**src/rtl/div_pkg.sv**
```systemverilog
// Shared widths, FSM state type and constants for the 16x8 sequential divider.
package div_pkg;
    localparam int DW_N  = 16;
    localparam int DW_D  = 8;
    localparam int CNT_W = $clog2(DW_N);

    typedef enum logic [1:0] {
        IDLE = 2'd0,
        CALC = 2'd1,
        DONE = 2'd2
    } state_t;

    localparam logic [DW_N-1:0] DBZ_QUOTIENT = '1;
endpackage

```
**src/rtl/div_16x8_seq_if.sv**
```systemverilog
// Operand and result handshake bundle for the sequential divider.
// A transfer happens on a rising edge where valid and ready are both high; once raised, valid and its data hold until that edge.
interface div_16x8_seq_if;
    import div_pkg::*;

    logic            in_valid;
    logic            in_ready;
    logic [DW_N-1:0] N;
    logic [DW_D-1:0] D;
    logic            out_valid;
    logic            out_ready;
    logic [DW_N-1:0] Q;
    logic [DW_D-1:0] REM;
    logic            dbz;

    modport master (
        output in_valid, N, D, out_ready,
        input  in_ready, out_valid, Q, REM, dbz
    );

    modport slave (
        input  in_valid, N, D, out_ready,
        output in_ready, out_valid, Q, REM, dbz
    );
endinterface

```
**src/rtl/div_restore_step.sv**
```systemverilog
// One restoring-division iteration: shift in the next dividend bit, subtract the divisor when it fits.
module div_restore_step #(
    parameter int DW_D = 8
) (
    input  logic [DW_D-1:0] pr_in,
    input  logic            n_bit,
    input  logic [DW_D-1:0] d,
    output logic [DW_D-1:0] pr_out,
    output logic            q_bit
);
    logic [DW_D:0] pr_sh;

    // The difference is always below d, so modulo-2^DW_D subtraction gives the exact remainder.
    always_comb begin
        pr_sh  = {pr_in, n_bit};
        q_bit  = (pr_sh >= {1'b0, d});
        pr_out = q_bit ? (pr_sh[DW_D-1:0] - d) : pr_sh[DW_D-1:0];
    end
endmodule

```
**src/rtl/div_16x8_seq.sv**
```systemverilog
// Radix-2 restoring divider, 16-bit dividend by 8-bit divisor, one quotient bit per clock.
module div_16x8_seq
    import div_pkg::*;
(
    input  logic           clk,
    input  logic           rst_n,
    div_16x8_seq_if.slave  bus,
    output state_t         state_dbg
);
    state_t           state;
    logic [CNT_W-1:0] cnt;
    logic [DW_N-1:0]  nq;
    logic [DW_D-1:0]  dreg;
    logic [DW_D-1:0]  pr;
    logic [DW_D-1:0]  pr_next;
    logic             q_bit;
    logic             in_ready_r;
    logic             out_valid_r;
    logic [DW_N-1:0]  q_r;
    logic [DW_D-1:0]  rem_r;
    logic             dbz_r;

    div_restore_step #(.DW_D(DW_D)) u_step (
        .pr_in  (pr),
        .n_bit  (nq[DW_N-1]),
        .d      (dreg),
        .pr_out (pr_next),
        .q_bit  (q_bit)
    );

    // nq starts as the dividend and fills from the bottom with quotient bits as dividend bits leave the top.
    always_ff @(posedge clk or negedge rst_n) begin
        if (!rst_n) begin
            state       <= IDLE;
            cnt         <= '0;
            nq          <= '0;
            dreg        <= '0;
            pr          <= '0;
            in_ready_r  <= 1'b1;
            out_valid_r <= 1'b0;
            q_r         <= '0;
            rem_r       <= '0;
            dbz_r       <= 1'b0;
        end else begin
            case (state)
                IDLE: begin
                    if (bus.in_valid && in_ready_r) begin
                        in_ready_r <= 1'b0;
                        if (bus.D == '0) begin
                            q_r         <= DBZ_QUOTIENT;
                            rem_r       <= bus.N[DW_D-1:0];
                            dbz_r       <= 1'b1;
                            out_valid_r <= 1'b1;
                            state       <= DONE;
                        end else begin
                            nq    <= bus.N;
                            dreg  <= bus.D;
                            pr    <= '0;
                            cnt   <= CNT_W'(DW_N - 1);
                            state <= CALC;
                        end
                    end
                end
                CALC: begin
                    pr  <= pr_next;
                    nq  <= {nq[DW_N-2:0], q_bit};
                    cnt <= cnt - 1'b1;
                    if (cnt == '0) begin
                        q_r         <= {nq[DW_N-2:0], q_bit};
                        rem_r       <= pr_next;
                        dbz_r       <= 1'b0;
                        out_valid_r <= 1'b1;
                        state       <= DONE;
                    end
                end
                DONE: begin
                    if (bus.out_ready) begin
                        out_valid_r <= 1'b0;
                        in_ready_r  <= 1'b1;
                        state       <= IDLE;
                    end
                end
                default: begin
                    state       <= IDLE;
                    in_ready_r  <= 1'b1;
                    out_valid_r <= 1'b0;
                end
            endcase
        end
    end

    assign bus.in_ready  = in_ready_r;
    assign bus.out_valid = out_valid_r;
    assign bus.Q         = q_r;
    assign bus.REM       = rem_r;
    assign bus.dbz       = dbz_r;
    assign state_dbg     = state;
endmodule

```
**src/flat_wrapper.sv**
```systemverilog
// flat-port wrapper written by rule: the top's interface ports become plain ports
module div_16x8_seq_flat import div_pkg::*;
  (clk, rst_n, state_dbg, bus_in_valid, bus_N, bus_D, bus_out_ready, bus_in_ready, bus_out_valid, bus_Q, bus_REM, bus_dbz);
  div_16x8_seq_if bus_i ();
  input  logic clk;
  input  logic rst_n;
  output state_t state_dbg;
  input wire logic [$bits(bus_i.in_valid)-1:0] bus_in_valid;
  input wire logic [$bits(bus_i.N)-1:0] bus_N;
  input wire logic [$bits(bus_i.D)-1:0] bus_D;
  input wire logic [$bits(bus_i.out_ready)-1:0] bus_out_ready;
  output wire logic [$bits(bus_i.in_ready)-1:0] bus_in_ready;
  output wire logic [$bits(bus_i.out_valid)-1:0] bus_out_valid;
  output wire logic [$bits(bus_i.Q)-1:0] bus_Q;
  output wire logic [$bits(bus_i.REM)-1:0] bus_REM;
  output wire logic [$bits(bus_i.dbz)-1:0] bus_dbz;
  assign bus_i.in_valid = bus_in_valid;
  assign bus_i.N = bus_N;
  assign bus_i.D = bus_D;
  assign bus_i.out_ready = bus_out_ready;
  assign bus_in_ready = bus_i.in_ready;
  assign bus_out_valid = bus_i.out_valid;
  assign bus_Q = bus_i.Q;
  assign bus_REM = bus_i.REM;
  assign bus_dbz = bus_i.dbz;
  div_16x8_seq u_core (.clk(clk), .rst_n(rst_n), .bus(bus_i), .state_dbg(state_dbg));
endmodule
```
**config.mk**
```make
export PLATFORM = sky130hd
export DESIGN_NAME = div_16x8_seq_flat
export DESIGN_NICKNAME = d
export VERILOG_FILES = /design/src/rtl/div_pkg.sv /design/src/rtl/div_16x8_seq_if.sv /design/src/rtl/div_restore_step.sv /design/src/rtl/div_16x8_seq.sv /design/src/flat_wrapper.sv
export SDC_FILE = /design/constraint.sdc
export NUM_CORES = 1
export LEC_CHECK = 0
export CORE_MARGIN = 4
export CORE_UTILIZATION = 30
export CTS_BUF_LIST = sky130_fd_sc_hd__clkbuf_8
export DETAILED_ROUTE_END_ITERATION = 10
export SLEW_MARGIN = 20
export SYNTH_ARGS = -nofsm -noshare
export SYNTH_HDL_FRONTEND = slang
export SYNTH_SLANG_ARGS = --single-unit
```
**constraint.sdc**
```tcl
create_clock -name clk -period 2.19 [get_ports clk]
set_input_delay 0.438 -clock clk [delete_from_list [all_inputs] [get_ports clk]]
set_output_delay 0.438 -clock clk [all_outputs]
set_load 0.03 [all_outputs]
```
==> impl_metrics.env <==
export IMPL_grt_max_degree=50
export IMPL_maxCapViolations=0
export IMPL_total_power_mw=7.97
export IMPL_clk_latency_ns=0.34
export IMPL_wl_per_cell_um=14.2
export IMPL_drtIter0Drc=138
export IMPL_layout_drive_gt1_share_pct=16.9
export IMPL_routed_wl_mm=8.22
export IMPL_final_net_count=470
export IMPL_first_global_vias=2747
export IMPL_end_kind="register"
export IMPL_coreArea_um2=10900
export IMPL_place_inst=559
export IMPL_path_class="register to register"
export IMPL_ff2ff_setup_slack_ns=0.11
export IMPL_yosysMostFrequentCell="dfrtp_1"
export IMPL_fin_crit_sh_pct=94.9
export IMPL_worst_ep_arrival_time_ns=2.29
export IMPL_htree_levels=3
export IMPL_worstPathMaxFanout=4
export IMPL_synthTopCellsByCount="dfrtp_1, nand2_1, nor2_1"
export IMPL_synthSimpleGateAreaFrac_pct=22.4
export IMPL_fmax_mhz=481
export IMPL_design_area_um2=4510
export IMPL_synth_top_area_cell="dfrtp_1"
export IMPL_slowest_delay_ns=0.42
export IMPL_postSynthCellCount=356
export IMPL_hold_class="input port to asynchronous set/reset pin"
export IMPL_ys_flop_type="dfrtp_1"
export IMPL_stdcell_count=577
export IMPL_synthAdderAreaFrac_pct=3.97
export IMPL_drv_slew=0
export IMPL_worstRegToRegCells=8
export IMPL_die_area_um2=12900
export IMPL_crit_slowest_cell="dfrtp_1"
export IMPL_r2r_end="u_core.nq[0]"
export IMPL_synth_edf_count=0
export IMPL_fin_tns_setup_ns=0
export IMPL_synth_xor_area_share_pct=1.57
export IMPL_synth_compound_area_share_pct=14.1
export IMPL_drc=0
export IMPL_gp_congestion=0.873
export IMPL_cts_tree="done"
export IMPL_synthMuxAreaShare_pct=4.53
export IMPL_worstMarginPinSlew_ns=0.428
export IMPL_cts_sinks=65
export IMPL_grt_ovfl_total=0
export IMPL_post_route_util_pct=41.4
export IMPL_required_ns=2.41
export IMPL_initial_core_util_pct=30.7
export IMPL_grtUsageTotal_pct=13.3
export IMPL_cts_root_buf="clkbuf_8"
export IMPL_fin_crit_ns=2.08
export IMPL_cp_cell_sequence="ha_1 -> and3_2 -> a31oi_4 -> a31o_4 -> nand2_2 -> buf_4 -> nor2_1 -> o31ai_1"
export IMPL_ant_nets=0
export IMPL_synth_nets=394
export IMPL_synth_seq_cells=65
export IMPL_placementRows=38
export IMPL_path_clk_slew_ns=0.08
export IMPL_finalClockSkew_ns=0.0121
export IMPL_startpoint="u_core.pr[2]"
export IMPL_cts_hold_buf=0
export IMPL_vias=2704
export IMPL_max_slew_margin_rel_pct=71.5
export IMPL_synth_top_family_by_area="simple AND/OR/NAND/NOR gates"
export IMPL_dr_pass1_iters=5
export IMPL_io_buffers=56
export IMPL_clockBufferDepth=2
export IMPL_power_density_nw_per_um2=1770
export IMPL_yosysWarnings=0
export IMPL_synthArstFlopShare_pct=100
export IMPL_grt_pass1_wl_mm=13.7
export IMPL_setup_violations=0
export IMPL_synth_distinct_cells=46
export IMPL_status="finished, final reports clean"
export IMPL_grt_setup_unrepaired="no"
export IMPL_vdd_drop_max_mv=0.536
export IMPL_final_hold_violation_count=0
export IMPL_p_leak_nw=1.98
export IMPL_die_w_um=114
export IMPL_avgViaCountPerCell=4.69
export IMPL_synth_area_per_cell_um2=9.39
export IMPL_dp_hpwl_mm=5.97
export IMPL_ys_seq_area_share_pct=48.7
export IMPL_die_h_um=114
export IMPL_place_area_um2=4200
export IMPL_synthTopCellsByArea="dfrtp_1, nand2_1, nor2_1"
export IMPL_pin_count=57
export IMPL_yosysTopAreaCellShare_pct=47.9
export IMPL_crit_end="u_core.nq[0]"
export IMPL_antenna_cells=0
export IMPL_antenna_found_initial=0
export IMPL_cts_buffers_inserted=9
export IMPL_reg2reg_from="u_core.pr[2]"
export IMPL_cp_start_kind="register"
export IMPL_syn_area_um2=3340
export IMPL_syn_to_final_growth_pct=34.9
[placed cells by master (no fill, tap or decap), drive strengths merged, types with 3 or more instances in the layout]
cell type,instances
xnor2,5
nand2b,3
buf,27
clkbuf,10
nor2,51
a31oi,9
dfrtp,64
mux2i,14
and2,3
nor3,20
nand3,7
a21o,7
clkdlybuf4s50,55
nor2b,4
o21ai,34
and3,4
a21oi,12
ha,9
nand2,52
nor4,3
inv,16
[where the power goes]
part	switching (mW)	total (mW)	internal, mW	leakage [nW]
Combinational	2.56	4.59	2.03	1.10
Sequential	0.405	2.21	1.81	0.763
Clock	0.496	1.17	0.676	0.113
[metal layers]
metal | track usage [%] | vias up | routed length [um]
met3 | 3.02 | 9 | 311
met5 | 0 | - | 0
met2 | 21.7 | 49 | 4040
met1 | 17.2 | 1275 | 3740
li1 | - | 1371 | -
met4 | 5.29 | 0 | 118
[logic make-up after synthesis]
| group | count (synthesis) |
|---|---|
| flops | 65 |
| compound gates | 76 |
| mux | 15 |
| buf+inv | 32 |
| fa+ha+maj | 10 |
| simple gates | 152 |
| xor+xnor | 6 |
[worst max-delay path, delay by kind of cell, from the launching register on]
kind,cells,cell delay [ns]
AOI/OAI and AO/OA,3,0.52
and+or+nand+nor,3,0.50
DFF,1,0.42
adders and majority gates,1,0.36
buffers and inverters,1,0.16
[timing repair]
item                       in CTS  in global routing
buffers inserted                0                  3
gates resized for setup         0                 14
setup endpoints to repair       0                 15
[through the flow]
step | hold slack (ns) | worst slack (ns)
2_1_floorplan | 0.142 | 0.250
3_3_place_gp | 0.401 | -0.0269
3_5_place_dp | 0.401 | -0.0581
4_1_cts | 0.0248 | 0.00420
5_1_grt | 0.0413 | 0.0243
6_report | 0.0313 | 0.111
[flip-flops by register name, indices dropped and copies added, names as in the netlist]
register	cells
u_core.cnt	4
u_core.pr	8
u_core.bus.dbz	1
u_core.state_dbg	2
u_core.bus.Q	16
u_core.bus.in_ready	1
u_core.nq	16
u_core.bus.REM	8
u_core.bus.out_valid	1
u_core.dreg	8
[worst min path at each step]
stage / startpoint / to / slack [ns] / cells past startpoint
floorplan: rst_n / u_core.bus.Q[0] / 0.14 / 0
global placement: rst_n / u_core.dreg[2] / 0.40 / 1
detailed placement: rst_n / u_core.dreg[2] / 0.40 / 1
CTS: rst_n / u_core.dreg[2] / 0.02 / 1
global route: rst_n / u_core.dreg[2] / 0.04 / 1
finish: rst_n / u_core.dreg[3] / 0.03 / 1
[final cells by class]
cell class | count | area [um2]
clock buffer | 10 | 138
clock inverter | 6 | 90.1
fill | 1056 | 6380
inverter | 15 | 56.3
multi-input combinational | 259 | 1620
sequential | 65 | 1630
tap | 140 | 175
timing repair buffer | 82 | 801
Note: power is estimated with default switching activity, not from simulation.
